<file path="config.mk">
export PLATFORM = sky130hd
export DESIGN_NAME = fp_operand_assembler
export DESIGN_NICKNAME = d
export VERILOG_FILES = /design/src/rtl/fp_operand_assembler.sv
export SDC_FILE = /design/constraint.sdc
export NUM_CORES = 1
export LEC_CHECK = 0
export BUFFER_PORTS_ARGS = -buffer_cell sky130_fd_sc_hd__buf_2
export CAP_MARGIN = 20
export CORE_MARGIN = 2
export CORE_UTILIZATION = 50
export CTS_CLUSTER_DIAMETER = 120
export CTS_CLUSTER_SIZE = 25
export DETAILED_ROUTE_END_ITERATION = 16
export HOLD_SLACK_MARGIN = 0.15
export PLACE_DENSITY = 0.89
export SLEW_MARGIN = 20
export SYNTH_ARGS = -nofsm -noshare
export SYNTH_HDL_FRONTEND = slang
export SYNTH_SLANG_ARGS = --single-unit
</file>
<file path="constraint.sdc">
create_clock -name clk -period 2.9 [get_ports clk]
set_clock_uncertainty 0.15 [all_clocks]
set_input_delay 0.29 -clock clk [delete_from_list [all_inputs] [get_ports clk]]
set_output_delay 0.29 -clock clk [all_outputs]
set_load 0.02 [all_outputs]
</file>
<file path="src/rtl/fp_operand_assembler.sv">
// fp_operand_assembler
// Pops bytes from the upstream 8-bit FIFO, packs them big-endian into two
// binary32 operands (A = bytes 0..3, B = bytes 4..7), classifies each one and
// offers the pair to the FP core over a valid/ready handshake.
//
// Ports
//   clk, reset    rising-edge clock, asynchronous active-high reset
//   flush         synchronous discard of any partial or presented pair
//   fifo_empty    FIFO empty flag
//   fifo_data     FIFO read data, valid the cycle after a pop
//   fifo_rd_en    pop request (combinational)
//   op_a, op_b    assembled operands
//   a_class       class of op_a (combinational from op_a)
//   b_class       class of op_b (combinational from op_b)
//   out_valid     pair presented to the FP core
//   out_ready     FP core accepts the pair
//   byte_cnt      bytes captured into the current pair, 0..8
module fp_operand_assembler #(
  parameter int unsigned OP_BYTES  = 4,
  parameter int unsigned NUM_BYTES = 2 * OP_BYTES
) (
  input  logic                    clk,
  input  logic                    reset,
  input  logic                    flush,
  input  logic                    fifo_empty,
  input  logic [7:0]              fifo_data,
  output logic                    fifo_rd_en,
  output logic [8*OP_BYTES-1:0]   op_a,
  output logic [8*OP_BYTES-1:0]   op_b,
  output logic [2:0]              a_class,
  output logic [2:0]              b_class,
  output logic                    out_valid,
  input  logic                    out_ready,
  output logic [3:0]              byte_cnt
);

  localparam int unsigned CNT_W = 4;
  localparam logic [CNT_W-1:0] PAIR_LEN = CNT_W'(NUM_BYTES);
  localparam logic [CNT_W-1:0] LAST_IDX = CNT_W'(NUM_BYTES - 1);

  typedef enum logic {
    LOAD    = 1'b0,
    PRESENT = 1'b1
  } state_t;

  state_t             state;
  logic [CNT_W-1:0]   req_cnt;
  logic               rd_pending;

  // Binary32 class: 000 zero, 001 subnormal, 010 normal, 011 inf, 100 qNaN, 101 sNaN
  function automatic logic [2:0] classify(input logic [31:0] x);
    logic [7:0]  e;
    logic [22:0] m;
    e = x[30:23];
    m = x[22:0];
    if (e == 8'h00)      classify = (m == 23'd0) ? 3'b000 : 3'b001;
    else if (e != 8'hFF) classify = 3'b010;
    else if (m == 23'd0) classify = 3'b011;
    else if (m[22])      classify = 3'b100;
    else                 classify = 3'b101;
  endfunction

  assign a_class = classify(op_a);
  assign b_class = classify(op_b);

  // Pop only while collecting, with data available and pops still owed
  assign fifo_rd_en = !reset && (state == LOAD) && !fifo_empty &&
                      (req_cnt < PAIR_LEN) && !flush;

  // Collection / presentation state machine with all outputs registered
  always_ff @(posedge clk or posedge reset) begin
    if (reset) begin
      state      <= LOAD;
      req_cnt    <= '0;
      byte_cnt   <= '0;
      rd_pending <= 1'b0;
      op_a       <= '0;
      op_b       <= '0;
      out_valid  <= 1'b0;
    end else if (flush) begin
      // In-flight byte is dropped by clearing rd_pending; op regs keep stale data
      state      <= LOAD;
      req_cnt    <= '0;
      byte_cnt   <= '0;
      rd_pending <= 1'b0;
      out_valid  <= 1'b0;
    end else begin
      rd_pending <= fifo_rd_en;
      if (fifo_rd_en) req_cnt <= req_cnt + CNT_W'(1);

      unique case (state)
        LOAD: begin
          if (rd_pending) begin
            unique case (byte_cnt[2:0])
              3'd0: op_a[31:24] <= fifo_data;
              3'd1: op_a[23:16] <= fifo_data;
              3'd2: op_a[15:8]  <= fifo_data;
              3'd3: op_a[7:0]   <= fifo_data;
              3'd4: op_b[31:24] <= fifo_data;
              3'd5: op_b[23:16] <= fifo_data;
              3'd6: op_b[15:8]  <= fifo_data;
              3'd7: op_b[7:0]   <= fifo_data;
              default: ;
            endcase
            byte_cnt <= byte_cnt + CNT_W'(1);
            if (byte_cnt == LAST_IDX) begin
              state     <= PRESENT;
              out_valid <= 1'b1;
            end
          end
        end
        PRESENT: begin
          if (out_ready) begin
            state     <= LOAD;
            req_cnt   <= '0;
            byte_cnt  <= '0;
            out_valid <= 1'b0;
          end
        end
        default: state <= LOAD;
      endcase
    end
  end

endmodule

</file>
==> summary.md <==
| Metric | Value |
|---|---|
| Outcome | completed |
| CP arrival | 1.82 ns |
| Critical-path top delay cell | dfrtp_1 |
| Fin area | 0.00399 mm2 |
| Setup-failing EPs final | 0 |
| Seq pwr share | 52.2% |
| Die height | 84.3 um |
| Clock Sink Count | 75 |
| Worst-path maximum fanout | 3 |
| DR vias | 2366 |
| Register area | 0.00188 mm2 |
| Min-Delay Startpoint | flush |
| CP required | 2.46 ns |
| H-tree depth | 3 |
| Number of buffers added on ports | 88 |
| Global-route met2 utilization | 35.8% |
| Multi-input combinational cell area | 0.00131 mm2 |
| Worst hold path type | input pin to flip-flop |
| Place WS | 0.935 ns |
| Area share of fa/ha/maj cells after synthesis | 2.72% |
| EDFF count, synth | 0 |
| PwrDens | 550 mW/mm2 |
| Top delay family on crit path | simple AND/OR/NAND/NOR gates |
| Slew Limit Fails | 0 |
| Proportion of layout cells with a drive suffix above 1 | 53.1% |
| Setup TNS | 0 ns |
| Post-synthesis async set-or-reset flop share | 100% |
| ANT nets after route | 0 |
| Number of global-route vias before repair | 2311 |
| Cells along the critical path | nor4_1 > and4_1 > a31oi_1 > a21oi_1 > buf_2 |
| Clk slew on worst S/H paths | 0.07 ns |
| Main combinational cell family by area after synthesis | multiplexers |
| Synth Area in Simple Gates | 11.6% |
| Slew @ Worst Pin | 0.595 ns |
| Sequential share of the synthesized area | 58.3% |
| Initial antenna violation count | 0 |
| Yosys top cell area share | 58.3% |
| Setup crit start | op_a[17] |
| Placed cell area | 0.00376 mm2 |
| Longest Clk Path Bufs | 2 |
| Worst r2r src | byte_cnt[0] |
| P_leak | 0.00218 uW |
| Post-cts repair resize count | 0 |
| Synth Area per Inst | 13.9 um2 |
| Primary FF master, synth | dfrtp_1 |
| Fin crit period | 2.26 ns |
| Crit Path Class | flip-flop to output port |
| Chip width | 84.3 um |
| RSZ-0062 raised after global routing | false |
| DRC | 0 |
| Post-Syn Area | 0.00322 mm2 |
| Yosys warns | 0 |
| CTS tree | yes |
| PnR worst setup slack | 0.645 ns |
| Cts bufs inserted | 9 |
| Seq cells post-synth | 75 |
| First-pass GRT wire length | 12.0 mm |
| Ant diodes | 0 |
| Gate count of the mapped netlist | 232 |
| Max incr delay on CP | 0.40 ns |
| Site row count | 29 |
| Worst Path Buf+Inv | 1 |
| Area grow syn2layout | 24.0% |
| Setup crit end kind | output port |
| Avg WL per Cell | 18.0 um |
| Placed Cells incl. Taps | 395 |
| Routed wire length | 7.47 mm |
| Syn nets | 252 |
| Worst VDD drop | 269 uV |
| Max cap viols | 0 |
| Sw Pwr | 591 uW |
| Met3 Usage GRT | 5.21% |
| Die ar. | 0.00710 mm2 |
| Number of hold violations in the final report | 0 |
| Non-Filler Instances | 414 |
| Pin count of the biggest net entering global routing | 49 |
| CP Launch Type | flip-flop |
| Mux cell area share after synthesis | 22.7% |
| GRT Total Usage | 22.1% |
| XOR/XNOR Fraction of Synth Area | 1.09% |
| Global Route met1 Usage | 28.0% |
| Starting Density | 51.3% |
| Peak Freq | 443 MHz |
| Vias/cell | 5.71 |
| HPWL after DPL | 5.45 mm |
| Worst hold slack | 0.169 ns |
| Gr busiest metal | met2 |
| Netlist cell types | 33 |
| Net Sw Frac | 26.9% |
| Area contributors post-synth | dfrtp_1, mux2_2, ha_1 |
| GR Overflow Total | 0 |
| CTS Root Cell | clkbuf_8 |
| I/O pins | 89 |
| Compound-Gate Fraction of Synth Area | 2.64% |
| Fillers | 466 |
| Clk pwr share | 35.4% |
| Largest area contributor in the netlist | dfrtp_1 |
| Final period util | 77.8% |
| R2R Setup Slk | 0.95 ns |
| GPL Wtd Cong | 0.861 |
| Worst-Skew Late Latency | 0.34 ns |
| Commonest cells in the netlist | dfrtp_1, mux2_2, nor4_1, nor2_1, ha_1 |
| Combinational power share | 12.4% |
| Nets | 352 |
| Pre-Repair DR Iteration Count | 4 |
| Count leader, synth | dfrtp_1 |
| Core box area | 0.00628 mm2 |
| Slew margin rel. | 60.3% |
| DRT iter0 DRCs | 165 |
| Pint | 1600 uW |
[metal layers]
| metal | up-vias | wire length, um |
|---|---|---|
| met5 | - | 0 |
| met4 | 0 | 157 |
| met3 | 14 | 431 |
| met2 | 71 | 3840 |
| met1 | 1219 | 3040 |
| li1 | 1062 | - |
[registers in the layout, summed over array words and instances (netlist names)]
signal	count
req_cnt	4
byte_cnt	4
state	1
op_a	32
rd_pending	1
out_valid	1
op_b	32
[per-stage QoR]
stage	util (%)	total power, uW
after CTS	63.6	2210
after detailed placement	60.0	1440
after floorplan	-	1320
after global placement	60.0	1430
final	63.6	2190
after global routing	63.6	2280
[layout make-up]
cell class	count	area share, %
flip-flops and latches	75	47.0
clock inverters	3	0.501
clock buffers	13	4.48
repair buffers	92	12.3
multi-input cells	149	32.9
inverters	5	0.470
well taps	77	2.41
[timing repair]
item                                   in CTS  in global routing
setup buffers                               0                  0
endpoints found under the hold margin      29                  0
hold buffers                                3                  0
[layout by cell type (no fill, tap or decap), types with 3 or more instances in the layout]
cell type       n
buf_2          88
dfrtp_1        75
mux2_2         62
nor4_1         14
clkbuf_8       13
nor2_1         11
ha_1            7
a21oi_1         6
nand4_1         5
nand3_1         4
inv_1           4
nand2_1         4
nand2_2         3
xor2_1          3
nor3_1          3
a31oi_1         3
dlygate4sd3_1   3
[cell families after synthesis]
| group | Yosys count |
|---|---|
| muxes | 65 |
| buffers and inverters | 8 |
| DFF | 75 |
| AOI/OAI and AO/OA | 14 |
| adders and majority gates | 7 |
| xor gates and xnor gates | 4 |
| and+or+nand+nor | 59 |
[path summary, 6_finish.rpt]
path                                    to  cells after the start
worst min register to register  rd_pending                      1
worst min-delay path             out_valid                      2
max in group asynchronous         op_a[26]                      4
min in group asynchronous        out_valid                      3
worst max-delay path            a_class[1]                      5
worst max register to register     op_a[1]                      4
[power by group through the flow]
stage	sequential [uW]	combinational (uW)	clock [uW]
2_1_floorplan	1220	102	0
3_3_place_gp	1160	264	0
3_5_place_dp	1170	273	0
4_1_cts	1140	276	794
5_1_grt	1150	294	836
6_report	1150	273	777
No activity file was read; power rests on OpenSTA's default activity.
